File: src/rtl/ssm_pkg.sv
// ssm_pkg: shared definitions for the SSM control path.
//   - Opcode constants for the two instructions handled locally (NOP, HALT).
//   - Bit positions of the decoded instruction fields.
//   - Dispatch FSM state encoding.
//   - Helper that tells which execution FSM owns an opcode.
package ssm_pkg;

  localparam logic [3:0] OP_NOP  = 4'h0;
  localparam logic [3:0] OP_HALT = 4'hF;

  localparam int OPC_HI = 31;
  localparam int OPC_LO = 28;
  localparam int P1_HI  = 27;
  localparam int P1_LO  = 22;
  localparam int P2_HI  = 21;
  localparam int P2_LO  = 16;
  localparam int IMM_HI = 15;
  localparam int IMM_LO = 0;

  typedef enum logic [2:0] {
    IDLE,
    FETCH,
    LATCH,
    DECODE,
    START,
    WAIT_DONE,
    HALTED,
    ERROR
  } dispatch_state_e;

  // Opcodes 8..14 belong to the immediate ALU, 1..7 to the register ALU;
  // NOP and HALT never reach an execution FSM, so the MSB alone decides.
  function automatic logic is_imm_op(input logic [3:0] op);
    return op[3];
  endfunction

endpackage

File: src/rtl/dispatch_watchdog.sv
// dispatch_watchdog: clearable up-counter bounding the wait for an
// execution FSM's done.
// Ports:
//   clock  - rising-edge clock
//   reset  - asynchronous active-high reset, count returns to 0
//   clr_i  - synchronous clear (priority over en_i)
//   en_i   - count enable
//   tc_o   - high while the count equals DONE_TIMEOUT-1
module dispatch_watchdog #(
  parameter int DONE_TIMEOUT = 64
) (
  input  logic clock,
  input  logic reset,
  input  logic clr_i,
  input  logic en_i,
  output logic tc_o
);

  localparam int CW = (DONE_TIMEOUT > 1) ? $clog2(DONE_TIMEOUT) : 1;

  logic [CW-1:0] cnt_q, cnt_d;

  assign tc_o = (cnt_q == CW'(DONE_TIMEOUT - 1));

  // Holds at terminal count so the counter can never wrap back to 0.
  always_comb begin
    cnt_d = cnt_q;
    if (clr_i)
      cnt_d = '0;
    else if (en_i && !tc_o)
      cnt_d = cnt_q + CW'(1);
  end

  always_ff @(posedge clock or posedge reset) begin
    if (reset)
      cnt_q <= '0;
    else
      cnt_q <= cnt_d;
  end

endmodule

File: src/rtl/instruction_dispatch_fsm.sv
// instruction_dispatch_fsm: fetches instructions from a synchronous memory,
// decodes them and hands each one to exactly one execution FSM.
// Ports:
//   clock, reset            - clock and asynchronous active-high reset
//   run                     - level enable for fetching
//   imem_addr/rd_en/rdata   - synchronous instruction memory (1-cycle latency)
//   opcode/param1/param2/immediate - decoded fields of the current instruction
//   reg_alu_start/done      - handshake with the register ALU FSM
//   imm_alu_start/done      - handshake with the immediate ALU FSM
//   pc                      - program counter (wraps modulo 2^PC_WIDTH)
//   busy/halted/error       - status
module instruction_dispatch_fsm
  import ssm_pkg::*;
#(
  parameter int PC_WIDTH     = 8,
  parameter int DONE_TIMEOUT = 64
) (
  input  logic                clock,
  input  logic                reset,
  input  logic                run,
  output logic [PC_WIDTH-1:0] imem_addr,
  output logic                imem_rd_en,
  input  logic [31:0]         imem_rdata,
  output logic [3:0]          opcode,
  output logic [5:0]          param1,
  output logic [5:0]          param2,
  output logic [15:0]         immediate,
  output logic                reg_alu_start,
  output logic                imm_alu_start,
  input  logic                reg_alu_done,
  input  logic                imm_alu_done,
  output logic [PC_WIDTH-1:0] pc,
  output logic                busy,
  output logic                halted,
  output logic                error
);

  dispatch_state_e     state_q, state_d;
  logic [PC_WIDTH-1:0] pc_q, pc_d;
  logic [31:0]         ir_q, ir_d;
  logic                rd_en_q, reg_start_q, imm_start_q;
  logic                wd_clr, wd_en, wd_tc;
  logic                sel_done;

  dispatch_watchdog #(
    .DONE_TIMEOUT (DONE_TIMEOUT)
  ) u_watchdog (
    .clock (clock),
    .reset (reset),
    .clr_i (wd_clr),
    .en_i  (wd_en),
    .tc_o  (wd_tc)
  );

  // Fields come straight from the instruction register, so they stay put
  // from one LATCH to the next.
  assign opcode    = ir_q[OPC_HI:OPC_LO];
  assign param1    = ir_q[P1_HI:P1_LO];
  assign param2    = ir_q[P2_HI:P2_LO];
  assign immediate = ir_q[IMM_HI:IMM_LO];

  // Only the done of the FSM that owns the current opcode is listened to.
  assign sel_done = is_imm_op(opcode) ? imm_alu_done : reg_alu_done;

  always_comb begin
    state_d = state_q;
    pc_d    = pc_q;
    ir_d    = ir_q;
    wd_clr  = 1'b0;
    wd_en   = 1'b0;
    case (state_q)
      IDLE:   if (run) state_d = FETCH;
      FETCH:  state_d = LATCH;
      LATCH: begin
        ir_d    = imem_rdata;
        state_d = DECODE;
      end
      DECODE: begin
        if (opcode == OP_NOP) begin
          pc_d    = pc_q + PC_WIDTH'(1);
          state_d = run ? FETCH : IDLE;
        end else if (opcode == OP_HALT) begin
          state_d = HALTED;
        end else begin
          state_d = START;
        end
      end
      START: begin
        wd_clr  = 1'b1;
        state_d = WAIT_DONE;
      end
      WAIT_DONE: begin
        wd_en = 1'b1;
        // done is checked first so it wins a same-cycle timeout.
        if (sel_done) begin
          pc_d    = pc_q + PC_WIDTH'(1);
          state_d = run ? FETCH : IDLE;
        end else if (wd_tc) begin
          state_d = ERROR;
        end
      end
      HALTED:  state_d = HALTED;
      ERROR:   state_d = ERROR;
      default: state_d = IDLE;
    endcase
  end

  always_ff @(posedge clock or posedge reset) begin
    if (reset) begin
      state_q     <= IDLE;
      pc_q        <= '0;
      ir_q        <= '0;
      rd_en_q     <= 1'b0;
      reg_start_q <= 1'b0;
      imm_start_q <= 1'b0;
    end else begin
      state_q     <= state_d;
      pc_q        <= pc_d;
      ir_q        <= ir_d;
      // Strobes are flopped alongside the state they belong to, so they are
      // high exactly during FETCH / START.
      rd_en_q     <= (state_d == FETCH);
      reg_start_q <= (state_d == START) && !is_imm_op(ir_d[OPC_HI:OPC_LO]);
      imm_start_q <= (state_d == START) &&  is_imm_op(ir_d[OPC_HI:OPC_LO]);
    end
  end

  assign imem_addr     = pc_q;
  assign pc            = pc_q;
  assign imem_rd_en    = rd_en_q;
  assign reg_alu_start = reg_start_q;
  assign imm_alu_start = imm_start_q;
  assign busy          = (state_q != IDLE) && (state_q != HALTED) && (state_q != ERROR);
  assign halted        = (state_q == HALTED);
  assign error         = (state_q == ERROR);

endmodule

File: config.mk
export PLATFORM = sky130hd
export DESIGN_NAME = instruction_dispatch_fsm
export DESIGN_NICKNAME = d
export VERILOG_FILES = /design/src/rtl/ssm_pkg.sv /design/src/rtl/dispatch_watchdog.sv /design/src/rtl/instruction_dispatch_fsm.sv
export SDC_FILE = /design/constraint.sdc
export NUM_CORES = 1
export LEC_CHECK = 0
export BUFFER_PORTS_ARGS = -buffer_cell sky130_fd_sc_hd__clkbuf_2
export CAP_MARGIN = 20
export CORE_MARGIN = 10
export CORE_UTILIZATION = 51
export CTS_CLUSTER_DIAMETER = 60
export DETAILED_ROUTE_END_ITERATION = 12
export GPL_TIMING_DRIVEN = 0
export PLACE_DENSITY = 0.83
export SKIP_CTS_REPAIR_TIMING = 1
export SYNTH_ARGS = -nofsm -noshare
export SYNTH_HDL_FRONTEND = slang
export SYNTH_SLANG_ARGS = --single-unit
File: constraint.sdc
create_clock -name clock -period 2.8 [get_ports clock]
set_input_delay 0.28 -clock clock [delete_from_list [all_inputs] [get_ports clock]]
set_output_delay 0.28 -clock clock [all_outputs]
set_load 0.02 [all_outputs]
==> results of run 1 <==
[area by class of cell]
type | instances | area, um^2
Sequential cell | 52 | 1300
Timing Repair Buffer | 91 | 470
Tap cell | 52 | 65.1
Buffer | 16 | 115
Multi-Input combinational cell | 103 | 853
Clock buffer | 6 | 72.6
Inverter | 4 | 15.0
Fill cell | 346 | 1460
Clock inverter | 1 | 5.00
[Yosys cell counts, types with 2 or more instances]
library cell	n	area [um^2]
nor2_1	10	37.5
mux2i_1	2	20.0
buf_4	9	67.6
ha_1	2	25.0
and3_1	4	25.0
nand3_1	4	20.0
buf_1	3	11.3
inv_1	4	15.0
nor3b_1	2	15.0
a21oi_1	5	25.0
nand2_1	5	18.8
nand4_1	3	18.8
clkbuf_8	2	27.5
dfrtp_1	52	1300
nor3_1	4	20.0
a211oi_1	3	22.5
xnor2_1	10	87.6
mux2_2	33	372
[power groups by stage]
stage,registers [mW],logic [mW],clock network [mW]
2_1_floorplan,1.62,0.871,0
3_3_place_gp,1.29,1.72,0
3_5_place_dp,1.31,1.77,0
4_1_cts,1.30,1.77,0.411
5_1_grt,1.34,1.88,0.438
6_report,1.29,1.74,0.395
[worst register-to-register path: cells and delay by family (launching register included)]
kind            cells  cell delay, ns
flops               1            0.43
compound gates      1            0.43
mux                 1            0.38
simple gates        1            0.52
buf+inv             1            0.17
[metal layers]
| layer | vias to the layer above | GRT usage (%) |
|---|---|---|
| met5 | - | 0 |
| met4 | 0 | 5.15 |
| met3 | 6 | 3.65 |
| met2 | 42 | 26.0 |
| met1 | 808 | 15.1 |
| li1 | 799 | - |
[cell families (layout without fill, tap and decap cells)]
family                   Yosys count  in the layout  share of synthesized area, %
AO/OA/AOI/OAI                     13             13                          4.55
XOR/XNOR                          11             11                          4.22
adder cells (fa/ha/maj)            2              2                          1.10
buffers and inverters             20            118                          5.69
flip-flops                        52             52                          57.0
multiplexers                      35             35                          17.1
AND/OR/NAND/NOR                   42             42                          10.4
[registers in the layout (all words and copies together), names as in the netlist]
register	cells
state_q	3
u_watchdog.cnt_q	6
imm_alu_start	1
ir_q	32
reg_alu_start	1
imem_rd_en	1
imem_addr	8
[cells in the final DEF (no fill, tap or decap), types with 2 or more instances in the layout]
cell	n
a21oi_1	5
clkbuf_8	7
buf_1	3
dfrtp_1	52
mux2_2	33
buf_4	9
nand3_1	4
clkbuf_1	2
nor2_1	10
ha_1	2
inv_1	3
nor3b_1	2
and3_1	4
xnor2_1	10
nand2_1	5
mux2i_1	2
a211oi_1	3
nand4_1	3
nor3_1	4
clkbuf_2	90
[worst paths after layout]
path                                 from      endpoint  slack [ns]  cells past startpoint
max                              ir_q[30]  imem_addr[1]        0.76                      4
min                                 reset      ir_q[20]      -0.008                      2
max reg2reg                      ir_q[30]  imem_addr[1]        0.76                      4
min reg2reg                       ir_q[6]       ir_q[6]        0.51                      1
max in group asynchronous           reset  imem_addr[0]        2.28                      3
min in group clock         imem_rdata[29]      ir_q[29]        0.21                      2
[metrics by stage]
stage	util [%]	cells	total power, mW	hold WS [ns]
floorplan	-	175	2.50	0.432
global placement	64.3	317	3.01	0.488
detailed placement	64.8	318	3.09	0.328
CTS	66.6	325	3.48	0.00456
global route	66.6	325	3.66	0.0393
finish	66.6	325	3.42	-0.00759
==> metrics.cfg, run 1 <==
[outcome]
run_status = finished, violations left
failed_checks = negative hold slack

[timing]
worstMarginPinSlew_ns = 0.622
fmax_mhz = 491
clock_skew_ns = 0.00575
holdWs_ns = -0.00759
finalCritPeriodShare_pct = 72.8
rsz0062_at_grt = false
finalSetupTns_ns = 0
finalSetupViolations = 0
hold_viol = 19
slew_headroom_pct = 58.5
fin_crit_ns = 2.04
final_max_slew_viol_count = 0
setup_ws_ns = 0.762

[clock_network]
htreeDepth = 2
clock_sinks = 52
clkSlewWorstSetupHoldPaths_ns = 0.08
cts_tree = yes
clockRootBuffer = clkbuf_8
clockBufferDepth = 2
numCtsBuffers = 5
clock_latency_ns = 0.29

[grt]
grt_pass1_vias = 1785
grt_pass1_wl_um = 8640
grt_usage_pct = 14.2
grt_max_degree = 30
grt_antenna_before_repair = 0
grt_overflow = 0

[floorplan]
dieArea_um2 = 7560
core_um2 = 4350
start_util_pct = 52.5
die_h_um = 86.9
die-width_um = 86.9
rows = 24
io_pins = 91

[route]
met3_length_um = 270
met1_length_um = 2000
wl_met2_um = 3000
drt-total-wl_um = 5350
drc_errors = 0
vias_per_cell = 5.09
drt_iter0_drc = 49
first_pass_iters = 4
ant_nets = 0
num_vias = 1655
post_drt_wl_per_cell_um = 16.5
routed.top_layer = met4

[placement]
place_ws_ns = 0.753
dp_hpwl_um = 4380
gp_congestion = 0.859
port_buffers = 90
placed_cell_area_um2 = 2820

[cells_and_area]
num_antenna_cells = 0
drive_above_1_share_pct = 53.8
final_nets = 312
area_growth_pct = 26.8
final_cell_area_um2 = 2900

[flow_run]
max_cap_violations = 0

[power_and_ir_drop]
p_int_mw = 2.00
p_comb_share_pct = 50.7
peakVddDrop_mv = 0.697
p_per_area_nw_per_um2 = 1180
swShare_pct = 41.7
clock_power_share_pct = 11.5
p_seq_share_pct = 37.8
p_leak_nw = 1.43
switching_power_mw = 1.43

[synthesis]
ys_ff_latch = 52
syn_nets = 214
netlist_area_um2 = 2280
ys_seq_area_share_pct = 57.0
ys.flop_type = dfrtp_1
synth_edf_count = 0
syn_avg_cell_area_um2 = 13.1
ys_async_sr_fraction_pct = 100
netlist_instances = 175
synth.distinct_cells = 36
ys_warn_count = 0

[setup_path]
start_kind = flip-flop
crit_chain = or4_1 -> buf_2 -> o32ai_4 -> mux2_2
critical_path.top_delay_family = simple AND/OR/NAND/NOR gates
max_stage_delay_ns = 0.52
critical_path_arrival_ns = 2.22
crit_path_end_kind = flip-flop
cp_slowest_cell = or4_1
critPathMaxFanout = 8
cp_data_required_time_ns = 2.98
path_buf_inv = 1
critical_path_class = flip-flop to flip-flop

[worst_hold_path]
hold_path.class = input pin to asynchronous set/reset pin

No activity file was read; power rests on OpenSTA's default activity.
==> run 2: changes to the inputs <==
--- a/config.mk
+++ b/config.mk
@@ -5,14 +5,15 @@
 export SDC_FILE = /design/constraint.sdc
 export NUM_CORES = 1
 export LEC_CHECK = 0
+export ABC_AREA = 1
 export BUFFER_PORTS_ARGS = -buffer_cell sky130_fd_sc_hd__clkbuf_2
 export CAP_MARGIN = 20
 export CORE_MARGIN = 10
-export CORE_UTILIZATION = 51
+export CORE_UTILIZATION = 49
 export CTS_CLUSTER_DIAMETER = 60
 export DETAILED_ROUTE_END_ITERATION = 12
 export GPL_TIMING_DRIVEN = 0
-export PLACE_DENSITY = 0.83
+export PLACE_DENSITY = 0.8
 export SKIP_CTS_REPAIR_TIMING = 1
 export SYNTH_ARGS = -nofsm -noshare
 export SYNTH_HDL_FRONTEND = slang
==> constraint.sdc (replaced) <==
create_clock -name clock -period 2 [get_ports clock]
set_input_delay 0.2 -clock clock [delete_from_list [all_inputs] [get_ports clock]]
set_output_delay 0.2 -clock clock [all_outputs]
set_load 0.02 [all_outputs]
==> run 2 against run 1 <==
Effect of this change: the run now ends clean; via count is 13% higher; total power is 47% higher; hold slack better by 0.13 ns; clock power is 58% higher; critical path depth up 1; final area increased by 5.5%; register-to-register slack lost 0.31 ns; sequential power increased by 42%; worst setup slack got worse by 0.37 ns; largest cell class unchanged; largest power group unchanged.
==> metrics.cfg, run 2 <==
[setup_path]
critical_path.top_delay_family = flip-flops
critPathMaxFanout = 6
crit_path_end_kind = output port
max_stage_delay_ns = 0.45
cp_data_required_time_ns = 1.80
r2r-start = state_q[1]
cp_slowest_cell = dfrtp_1
path_buf_inv = 3
cpMostUsedCell = inv_1
crit_chain = inv_1 -> nand2_1 -> inv_1 -> a21oi_1 -> clkbuf_2
worstSetupStartpoint = state_q[1]
start_kind = flip-flop
critical_path_arrival_ns = 1.41
critical_path_class = flip-flop to output port

[grt]
grt_antenna_before_repair = 0
grt_pass1_vias = 2022
grt_overflow = 0
grt_usage_pct = 14.0
grt_max_degree = 35
grt_pass1_wl_um = 9660

[timing]
fin_crit_ns = 1.61
setup_ws_ns = 0.395
finalSetupTns_ns = 0
clock_skew_ns = 0.00307
fmax_mhz = 623
hold_viol = 0
worstMarginPinSlew_ns = 0.407
finalSetupViolations = 0
finalCritPeriodShare_pct = 80.3
final_max_slew_viol_count = 0
slew_headroom_pct = 72.9
rsz0062_at_grt = false
holdWs_ns = 0.124

[cells_and_area]
largest_reg_flops = 32
regMostFlops = ir_q
mostFrequentLayoutCells = clkbuf_2 (90), dfrtp_1 (52), nand2_1 (39)
final_common_cell = clkbuf_2
final_core_util_pct = 64.7
area_growth_pct = 27.4
final_cell_area_um2 = 3060
num_antenna_cells = 0
final_nets = 361
drive_above_1_share_pct = 46.4

[synthesis]
ys_async_sr_fraction_pct = 100
ys_warn_count = 0
synth_most_common_cell = dfrtp_1
syn_nets = 262
syn_avg_cell_area_um2 = 10.8
yosysTopAreaCellShare_pct = 54.3
ys.flop_type = dfrtp_1
netlist_instances = 223
synth.distinct_cells = 27
netlist_area_um2 = 2400
synth_edf_count = 0
ys_ff_latch = 52
ys_seq_area_share_pct = 54.3
ys_top_cells_by_area = dfrtp_1 (54%), mux2_2 (14%), nand2_1 (6.1%)
netlist_top_cells_count = dfrtp_1 (52), nand2_1 (39), mux2_2 (29), inv_1 (20), nand3_1 (13)
yosys.area.top_type = dfrtp_1

[route]
first_pass_iters = 4
drc_errors = 0
drt_iter0_drc = 85
vias_per_cell = 4.78
ant_nets = 0
num_vias = 1863
post_drt_wl_per_cell_um = 14.2
drt-total-wl_um = 5520

[floorplan]
rows = 25
start_util_pct = 50.8
die-width_um = 90.0
dieArea_um2 = 8090
core_um2 = 4720
die_h_um = 90.0
io_pins = 91

[placement]
gp_congestion = 0.783
port_buffers = 90
place_ws_ns = 0.436
dp_hpwl_um = 4370
placed_cell_area_um2 = 2950

[clock_network]
clock_sinks = 52
numCtsBuffers = 5
htreeDepth = 2
clockRootBuffer = clkbuf_8
clock_latency_ns = 0.30
clkSlewWorstSetupHoldPaths_ns = 0.09
clockBufferDepth = 2
cts_tree = yes

[flow_run]
max_cap_violations = 0

[power_and_ir_drop]
p_leak_nw = 1.61
p_per_area_nw_per_um2 = 1650
peakVddDrop_mv = 0.847
p_seq_share_pct = 36.3
clock_power_share_pct = 12.4
switching_power_mw = 2.20
p_int_mw = 2.83
swShare_pct = 43.7
p_comb_share_pct = 51.3

[outcome]
run_status = completed

[worst_hold_path]
hold_path.class = input pin to flip-flop
min-delay-start = imem_rdata[19]

## run 2: cell count changes in the layout (fill, tap and decap cells not counted), sizes merged, moves of 4 or more
cell,before,now
xor2,1,5
nand3,4,14
nand2,5,41
inv,4,21
xnor2,10,3
mux2,33,29
and3,5,0
o21ai,1,9
## run 2: stage by stage
step | cells | total power [mW]
floorplan | 223 | 3.63
global placement | 380 | 4.36
detailed placement | 381 | 4.47
CTS | 389 | 5.09
global route | 390 | 5.43
finish | 390 | 5.03
## run 2: path summary, 6_finish.rpt
path / end / slack (ns) / depth (start not counted)
max in group asynchronous: imem_addr[5] / 1.07 / 4
setup reg to reg: imm_alu_start / 0.45 / 5
hold reg to reg: u_watchdog.cnt_q[4] / 0.49 / 1
hold / removal: ir_q[19] / 0.12 / 2
min in group asynchronous: ir_q[21] / 0.42 / 3
setup / recovery: busy / 0.39 / 5
## run 2: layout make-up
cell class | instances | area [um^2]
clock inverters | 1 | 7.51
well taps | 67 | 83.8
clock buffers | 7 | 86.3
inverters | 21 | 78.8
repair buffers | 92 | 480
multi-input cells | 138 | 925
fillers | 388 | 1670
flip-flops and latches | 52 | 1300
plain buffers | 12 | 93.8
## run 2: kinds of logic after synthesis
group / Yosys count / synth area share (%)
buffers and inverters: 33 / 7.20
AND/OR/NAND/NOR: 79 / 15.8
multiplexers: 29 / 13.6
AO/OA/AOI/OAI: 20 / 5.22
flip-flops: 52 / 54.3
adder cells (fa/ha/maj): 2 / 1.04
XOR/XNOR: 8 / 2.92
## run 2: routing by layer
layer | share of wire, % | wire length (um) | track usage (%)
met1 | 40 | 2200 | 15.3
met2 | 47 | 2600 | 22.9
met3 | 12 | 663 | 7.73
met4 | 1.0 | 55 | 3.58
met5 | 0 | 0 | 0
## run 2: power groups by stage
stage,Sequential [mW],Clock (mW),Combinational (mW)
2_1_floorplan,2.30,0,1.33
3_3_place_gp,1.81,0,2.55
3_5_place_dp,1.84,0,2.62
4_1_cts,1.83,0.642,2.63
5_1_grt,1.90,0.680,2.85
6_report,1.83,0.623,2.58
